==> src/rtl/key_event_dispatcher.sv <==
// Key event dispatcher: synchronises PS/2 completions, filters game keys into a FIFO,
// and hands events one at a time to the P1, P2 or system consumer over valid/ready.
module key_event_dispatcher #(
    parameter int unsigned FIFO_DEPTH   = 4,
    parameter logic [7:0]  KEY_P1_LEFT  = 8'h1C,
    parameter logic [7:0]  KEY_P1_RIGHT = 8'h23,
    parameter logic [7:0]  KEY_P2_LEFT  = 8'h3B,
    parameter logic [7:0]  KEY_P2_RIGHT = 8'h4B,
    parameter logic [7:0]  KEY_SPACE    = 8'h29,
    parameter logic [7:0]  KEY_ESC      = 8'h76,
    parameter logic [7:0]  KEY_1        = 8'h16,
    parameter logic [7:0]  KEY_2        = 8'h1E
) (
    input  logic                            clock,
    input  logic                            reset,
    input  logic                            key_done,
    input  logic [7:0]                      key_code,
    input  logic                            two_player,
    output logic                            p1_valid,
    output logic                            p1_dir,
    input  logic                            p1_ready,
    output logic                            p2_valid,
    output logic                            p2_dir,
    input  logic                            p2_ready,
    output logic                            sys_valid,
    output logic [1:0]                      sys_cmd,
    input  logic                            sys_ready,
    output logic [$clog2(FIFO_DEPTH):0]     fifo_level,
    output logic [7:0]                      overflow_count
);
    localparam int unsigned AW = $clog2(FIFO_DEPTH);

    typedef enum logic {S_IDLE, S_HOLD} state_t;

    state_t        r_state, w_next_state;
    logic          r_s1, r_s2, r_s3;
    logic [3:0]    r_mem [FIFO_DEPTH];
    logic [AW-1:0] r_wptr, r_rptr;
    logic [AW:0]   r_count;
    logic [3:0]    r_out;
    logic [7:0]    r_ovf;

    logic          w_edge, w_rec, w_full, w_empty, w_push, w_drop, w_pop, w_xfer;
    logic [3:0]    w_entry;
    logic [1:0]    w_dest;

    assign w_edge  = r_s2 & ~r_s3;
    assign w_full  = (r_count == FIFO_DEPTH[AW:0]);
    assign w_empty = (r_count == '0);
    assign w_push  = w_edge & w_rec & ~w_full;
    assign w_drop  = w_edge & w_rec & w_full;
    assign w_dest  = r_out[3:2];

    // Synchroniser flops reset high so key_done held across reset release gives no edge.
    always_ff @(posedge clock or negedge reset) begin
        if (!reset) begin
            r_s1 <= 1'b1;
            r_s2 <= 1'b1;
            r_s3 <= 1'b1;
        end else begin
            r_s1 <= key_done;
            r_s2 <= r_s1;
            r_s3 <= r_s2;
        end
    end

    always_comb begin
        w_rec   = 1'b0;
        w_entry = '0;
        if (key_code == KEY_P1_LEFT) begin
            w_rec = 1'b1; w_entry = 4'b0100;
        end else if (key_code == KEY_P1_RIGHT) begin
            w_rec = 1'b1; w_entry = 4'b0101;
        end else if (key_code == KEY_P2_LEFT) begin
            w_rec = two_player; w_entry = 4'b1000;
        end else if (key_code == KEY_P2_RIGHT) begin
            w_rec = two_player; w_entry = 4'b1001;
        end else if (key_code == KEY_SPACE) begin
            w_rec = 1'b1; w_entry = 4'b1100;
        end else if (key_code == KEY_ESC) begin
            w_rec = 1'b1; w_entry = 4'b1101;
        end else if (key_code == KEY_1) begin
            w_rec = 1'b1; w_entry = 4'b1110;
        end else if (key_code == KEY_2) begin
            w_rec = 1'b1; w_entry = 4'b1111;
        end
    end

    always_ff @(posedge clock) begin
        if (w_push)
            r_mem[r_wptr] <= w_entry;
    end

    // Fullness is judged on the start-of-cycle count, so a same-cycle pop never admits a push.
    always_ff @(posedge clock or negedge reset) begin
        if (!reset) begin
            r_wptr  <= '0;
            r_rptr  <= '0;
            r_count <= '0;
            r_ovf   <= '0;
            r_out   <= '0;
        end else begin
            if (w_push)
                r_wptr <= r_wptr + 1'b1;
            if (w_pop) begin
                r_rptr <= r_rptr + 1'b1;
                r_out  <= r_mem[r_rptr];
            end
            if (w_push && !w_pop)
                r_count <= r_count + 1'b1;
            else if (!w_push && w_pop)
                r_count <= r_count - 1'b1;
            if (w_drop && r_ovf != 8'hFF)
                r_ovf <= r_ovf + 1'b1;
        end
    end

    always_ff @(posedge clock or negedge reset) begin
        if (!reset)
            r_state <= S_IDLE;
        else
            r_state <= w_next_state;
    end

    always_comb begin
        w_next_state = r_state;
        w_pop        = 1'b0;
        case (r_state)
            S_IDLE: begin
                if (!w_empty) begin
                    w_pop        = 1'b1;
                    w_next_state = S_HOLD;
                end
            end
            S_HOLD: begin
                if (w_xfer) begin
                    if (!w_empty)
                        w_pop = 1'b1;
                    else
                        w_next_state = S_IDLE;
                end
            end
            default: w_next_state = S_IDLE;
        endcase
    end

    always_comb begin
        p1_valid  = (r_state == S_HOLD) && (w_dest == 2'd1);
        p2_valid  = (r_state == S_HOLD) && (w_dest == 2'd2);
        sys_valid = (r_state == S_HOLD) && (w_dest == 2'd3);
        p1_dir    = p1_valid & r_out[0];
        p2_dir    = p2_valid & r_out[0];
        sys_cmd   = sys_valid ? r_out[1:0] : 2'b00;
        w_xfer    = (p1_valid & p1_ready) | (p2_valid & p2_ready) | (sys_valid & sys_ready);
    end

    assign fifo_level     = r_count;
    assign overflow_count = r_ovf;

endmodule

==> config.mk <==
export PLATFORM = sky130hd
export DESIGN_NAME = key_event_dispatcher
export DESIGN_NICKNAME = d
export VERILOG_FILES = /design/src/rtl/key_event_dispatcher.sv
export SDC_FILE = /design/constraint.sdc
export NUM_CORES = 1
export LEC_CHECK = 0
export CORE_AREA = 2 2 83 53
export CTS_BUF_LIST = sky130_fd_sc_hd__clkbuf_8
export CTS_CLUSTER_SIZE = 16
export DETAILED_ROUTE_END_ITERATION = 7
export DIE_AREA = 0 0 85 55
export PLACE_DENSITY = 0.77
export SLEW_MARGIN = 20
export SYNTH_ARGS = -nofsm -noshare
export SYNTH_HDL_FRONTEND = slang
export SYNTH_SLANG_ARGS = --single-unit
==> constraint.sdc <==
create_clock -name clock -period 3.9 [get_ports clock]
set_input_delay 1.17 -clock clock [delete_from_list [all_inputs] [get_ports clock]]
set_output_delay 1.17 -clock clock [all_outputs]
set_load 0.1 [all_outputs]
==> qor.csv <==
metric,value,unit
ys_types,48,
finalInstanceArea,2460,um^2
vias_per_cell,5.47,
seqCellArea,1060,um^2
synth_area,2010,um^2
die_area,4680,um^2
worst-endpoint-arrival,3.86,ns
status,"finished, final reports clean",
cp_max_fo,4,
rsz0062_at_grt,false,
clockRootBuffer,clkbuf_8,
worstSetupEndpointType,flip-flop,
synth_ff_type,dfrtp_1,
grt_util_all_layers,17.8,%
drt_iter0_markers,70,
cts.repair.resized,0,
ys_ff_latch,39,
antenna_cells,0,
syn_nets,180,
dpl_cell_area,2380,um^2
row_count,18,
slowest_delay,0.57,ns
remaining_drc_errors,0,
die_w,85,um
grt_max_degree,24,
cts_sinks,39,
grt_pass1_vias,1224,
final_max_slew_viol_count,0,
worstPathCellList,clkdlybuf4s50_1 -> or4b_4 -> nor4b_4 -> a211oi_2 -> nor3_4 -> ha_1 -> inv_1 -> fa_1 -> xor2_1 -> nor2_1 -> xor2_1,
nFillCells,307,
cts_setup_buffers,0,
synth_cells,158,
critical_path_required,4.11,ns
synth-edff-count,16,
pre_cts_ws,-0.0278,ns
finish.net_count,220,
routed-via-count,1361,
wl_per_cell,15.4,um
globalRoute.totalOverflow,0,
coreArea,3940,um^2
ys_warn_count,0,
min_path_type,flip-flop to flip-flop,
period_needed,3.65,ns
most-common-layout-cells,"buf_4 (24), dfrtp_1 (20), edfxtp_1 (16)",
h-tree-depth,2,
leakage,1.01,nW
setup_violations,0,
start_util,51.1,%
powerDensity,350,nW/um^2
cts_hold_buf,0,
synth_area_leaders,"dfrtp_1 (25%), edfxtp_1 (24%), mux4_2 (4.5%), xor2_1 (4.3%), dfstp_2 (3.9%)",
synth-async-reset-ratio,59.0,%
die_y,55,um
dp_hpwl,2.95,mm
vdd_drop_max,0.283,mV
placedCellCount,241,
path_clk_slew,0.07,ns
crit_type,input port to flip-flop,
fin_worst_skew,0.00757,ns
syn2layout_area_growth,22.1,%
hold_viol_final,0,
relSlewSlack,61.8,%
max_freq,274,MHz
post-route-period-util,93.5,%
worst_hold_slack,0.359,ns
cts_inserted_buffers,5,
cts_tree,built,
cp_slowest_cell,or4b_4,
crit_family,simple AND/OR/NAND/NOR gates,
wirelength,3.84,mm
antenna_found_initial,0,
clock_path_buffers,2,
utilization,62.4,%
maxCapViolCount,0,
multi_input_area,918,um^2
finalNonFillerCells,249,
crit_top_cell,xor2_1,
tightestPinTransition,0.572,ns
drt-pass1-iter-count,4,
clock_latency,0.29,ns
io_pins,33,
fin_ws,0.252,ns
yosysTopAreaCellShare,24.8,%
io_buffers,32,
grt_pass1_wl,6.15,mm
drtAntennaViolNets,0,
drive_above_1_share,30.7,%
synth_seq_area_share,52.6,%
critPathBufInv,2,
place.gp.congestion,0.889,
yosysTopAreaCell,dfrtp_1,
syn-mean-instance-area,12.7,um^2
startpoint_type,input port,
final_common_cell,buf_4,
==> metal layers <==
metal | up-vias | part of all wire [%] | wire [um] | track usage [%]
met1 | 645 | 50 | 1910 | 26.0
met5 | - | 0 | 0 | 0
li1 | 665 | - | - | -
met3 | 5 | 5.4 | 206 | 4.75
met4 | 0 | 0.91 | 35 | 4.76
met2 | 46 | 44 | 1690 | 26.4
==> cells by family after synthesis <==
family          synth area share (%)
compound gates                  4.53
buf+inv                         1.80
flops                           52.6
fa+ha+maj                       4.72
simple gates                    20.6
xor+xnor                        6.09
mux                             9.63
==> per-stage QoR <==
step | setup TNS [ns] | power, mW
6_report | 0 | 0.861
5_1_grt | 0 | 0.903
4_1_cts | 0 | 0.869
3_5_place_dp | -0.0278 | 0.606
3_3_place_gp | 0 | 0.599
2_1_floorplan | 0 | 0.558
==> worst register-to-register path: cells and delay by family (launching register included) <==
family | cells | cell delay, ns
flip-flops | 1 | 0.43
adder cells (fa/ha/maj) | 2 | 0.55
XOR/XNOR | 2 | 0.31
buffers and inverters | 2 | 0.15
multiplexers | 1 | 0.35
AND/OR/NAND/NOR | 2 | 0.21
AO/OA/AOI/OAI | 1 | 0.12
==> worst paths after layout <==
| path | from | to | slack [ns] | cells past startpoint |
|---|---|---|---|---|
| setup / recovery | key_code[7] | fifo_level[2]$_DFFE_PN0P_ | 0.25 | 11 |
| hold / removal | r_s1$_DFF_PN1_ | r_s2$_DFF_PN1_ | 0.36 | 0 |
| setup reg to reg | r_out[2]$_DFFE_PN0P_ | fifo_level[2]$_DFFE_PN0P_ | 1.69 | 10 |
| hold reg to reg | r_s1$_DFF_PN1_ | r_s2$_DFF_PN1_ | 0.36 | 0 |
| max in group asynchronous | reset | r_s3$_DFF_PN1_ | 2.68 | 1 |
| min in group asynchronous | reset | r_out[0]$_DFFE_PN0P_ | 0.84 | 1 |
==> report_power, final <==
group / total (mW) / internal (mW) / switching, mW / leakage (nW)
Sequential: 0.459 / 0.441 / 0.0176 / 0.436
Combinational: 0.137 / 0.0475 / 0.0899 / 0.535
Clock: 0.265 / 0.124 / 0.141 / 0.0402
==> layout make-up <==
type | instances | area share [%]
Clock buffer | 5 | 2.80
Clock inverter | 3 | 0.814
Inverter | 4 | 0.610
Multi-Input combinational cell | 110 | 37.3
Sequential cell | 39 | 43.1
Tap cell | 50 | 2.54
Timing Repair Buffer | 38 | 12.8
==> state kept, by name (all words and copies together) (netlist names) <==
signal          cells
r_s3                1
r_out               4
r_s2                1
r_wptr              2
r_state             1
r_s1                1
r_rptr              2
fifo_level          3
overflow_count      8
r_mem              16
==> cell usage after synthesis, types with 4 or more instances <==
master    count
dfrtp_1      20
edfxtp_1     16
nand2_1      12
xor2_1       10
mux2_2        7
nor2_1        7
ha_1          6
nor3_1        6
and2_1        4
and2_2        4
inv_1         4
mux4_2        4
nand3b_1      4
xnor2_1       4
Note: power is estimated with default switching activity, not from simulation.
==> edit: new RTL, same flow settings <==
Change the parameter `FIFO_DEPTH` from 4 to 2.
--- a/src/rtl/key_event_dispatcher.sv
+++ b/src/rtl/key_event_dispatcher.sv
@@ -1,7 +1,7 @@
 // Key event dispatcher: synchronises PS/2 completions, filters game keys into a FIFO,
 // and hands events one at a time to the P1, P2 or system consumer over valid/ready.
 module key_event_dispatcher #(
-    parameter int unsigned FIFO_DEPTH   = 4,
+    parameter int unsigned FIFO_DEPTH   = 2,
     parameter logic [7:0]  KEY_P1_LEFT  = 8'h1C,
     parameter logic [7:0]  KEY_P1_RIGHT = 8'h23,
     parameter logic [7:0]  KEY_P2_LEFT  = 8'h3B,
Ports: changed (resized fifo_level); port bits go from 33 to 32. The function was not compared with the original's and may differ.
==> edit against the original RTL <==
Setup slack improved by 0.26 ns. Synthesized area fell by 26%. Final area fell by 23%. Global-route usage fell by 3.6 points. Total power rose by 58%. Utilization fell by 15 points. Sequential cell count fell by 11. Routed wire length fell by 21%. Critical path type unchanged. Critical endpoint is now fifo_level[1].
==> edit: results (changes against the original RTL) <==
| Metric | Value |
|---|---|
| Dominant synthesized flop cell | dfrtp_1 |
| Initial DRC count | 33 (-53%) |
| Hold/Removal Path Class | reg2reg |
| Largest net degree at the start of global routing | 21 (-13%) |
| Run status | complete, no violations |
| First-pass GRT wire length | 5130 microns (-17%) |
| DR vias/cell | 5.25 (-4.0%) |
| Clock transition at the registers of the reported paths | 0.09 ns (+0.02 ns) |
| Share of post-route cells with drive strength above 1 | 22.4% (-8.3 points) |
| CP max FO | 6 (+2) |
| Post-CTS sizing | 0 (unchanged) |
| Number of global-route vias before repair | 1100 (-10%) |
| CTS Buf Count | 3 (-2) |
| Drt total wl | 3030 microns (-21%) |
| FFs w/ async S/R, synth | 71.4% (+12 points) |
| Syn_area_per_cell | 11.7 sq um (-8.4%) |
| Unique masters post-synth | 48 (unchanged) |
| Clk Latency, worst-skew pair | 0.27 ns (-0.02 ns) |
| Worst-case clock skew | 0.00342 ns (-0.00415 ns) |
| Number of synthesized flops with an enable pin | 8 (-8) |
| Post-CTS setup buffer count | 0 (unchanged) |
| Register area share after synthesis | 50.2% (-2.4 points) |
| Initial antenna violation count | 0 (unchanged) |
| Complex-gate fraction of the synthesized area | 14.2% (+9.7 points) |
| Htree depth | 1 (-1) |
| Synth area leaders | dfrtp_1 29%, edfxtp_1 16%, dfstp_2 5.3% |
| Syn_nets | 144 (-20%) |
| Post-Synth XOR/XNOR Area | 7.08% (+1.0 points) |
| Clock buffer depth | 2 (unchanged) |
| Max-slew headroom | 40.1% (-22 points) |
| GP Congestion | 0.872 (-2.0%) |
| Gr usage total | 14.2% (-3.6 points) |
| Dpl hpwl | 2390 microns (-19%) |
| Fin nets | 179 (-19%) |
| Post-Synth Adder-Cell Area | 1.69% (-3.0 points) |
| Post-synthesis mux area share | 4.47% (-5.2 points) |
| 1st-pass router iterations | 4 (unchanged) |
| Data arrival, critical path | 3.59 ns (-0.27 ns) |
| Commonest cells in the netlist | 17 x dfrtp_1, 11 x nor2_1, 8 x edfxtp_1 |
| I/O Buffers | 31 (-3.1%) |
| Synthesis Warnings | 0 (unchanged) |
| Ant diodes | 0 (unchanged) |
| P_leak | 0.000823 uW (-19%) |
| Wire per inst | 14.4 microns (-6.9%) |
| CTS Root Cell | clkbuf_8 |
| Worst vdd ir | 723 uV (+160%) |
-- edit: through the flow --
step,area [sq um],total power [uW],setup WS [ns]
finish,1880,1360,0.515
global route,1880,1430,0.414
CTS,1880,1370,0.527
detailed placement,1810,1140,0.240
global placement,1810,1130,0.341
floorplan,1480,993,0.0954
-- edit: path summary, 6_finish.rpt --
kind	end	slack, ns	cells past startpoint	from
worst max-delay path	fifo_level[1]	0.52	10	key_code[4]
worst min-delay path	r_s2	0.36	0	r_s1
worst max register to register	fifo_level[1]	1.97	8	r_out[2]
worst min register to register	r_s2	0.36	0	r_s1
max in group asynchronous	r_rptr	1.95	1	reset
min in group asynchronous	overflow_count[0]	1.40	1	reset
-- edit: cells by family (layout without fill, tap and decap cells) --
kind of cell               count (synthesis)  after routing
buffers and inverters                      4             38
DFF                                       28             28
xor gates and xnor gates                  12             12
adders and majority gates                  2              2
muxes                                      6              6
and+or+nand+nor                           51             51
AOI/OAI and AO/OA                         24             24
-- edit: layer usage --
metal  share of wire (%)  global-route usage (%)  wire length [microns]
met5                   0                       0                      0
met2                  47                    25.9                   1420
met3                 6.2                    4.45                    187
met1                  47                    16.5                   1410
met4                0.36                    4.23                     11
-- edit: critical path: stages --
cell,delay [ns]
clkdlybuf4s50_1,0.51
and3b_1,0.27
and4b_1,0.27
o41a_4,0.52
o21ai_2,0.19
inv_2,0.06
ha_1,0.19
xor2_1,0.14
nor2_1,0.11
xor2_1,0.14
-- edit: final cells by class --
| type | instances | area, sq um |
|---|---|---|
| clock buffer | 3 | 41.3 |
| clock inverter | 1 | 30.0 |
| fill | 358 | 2060 |
| inverter | 3 | 11.3 |
| multi-input combinational | 95 | 724 |
| sequential | 28 | 744 |
| tap | 50 | 62.6 |
| timing repair buffer | 31 | 268 |
-- edit: report_power, final --
part	switching, uW	internal, uW	leakage, uW
registers	61.9	358	0.000327
clock network	86.4	137	0.0000357
logic	529	185	0.000460
total	677	680	0.000823
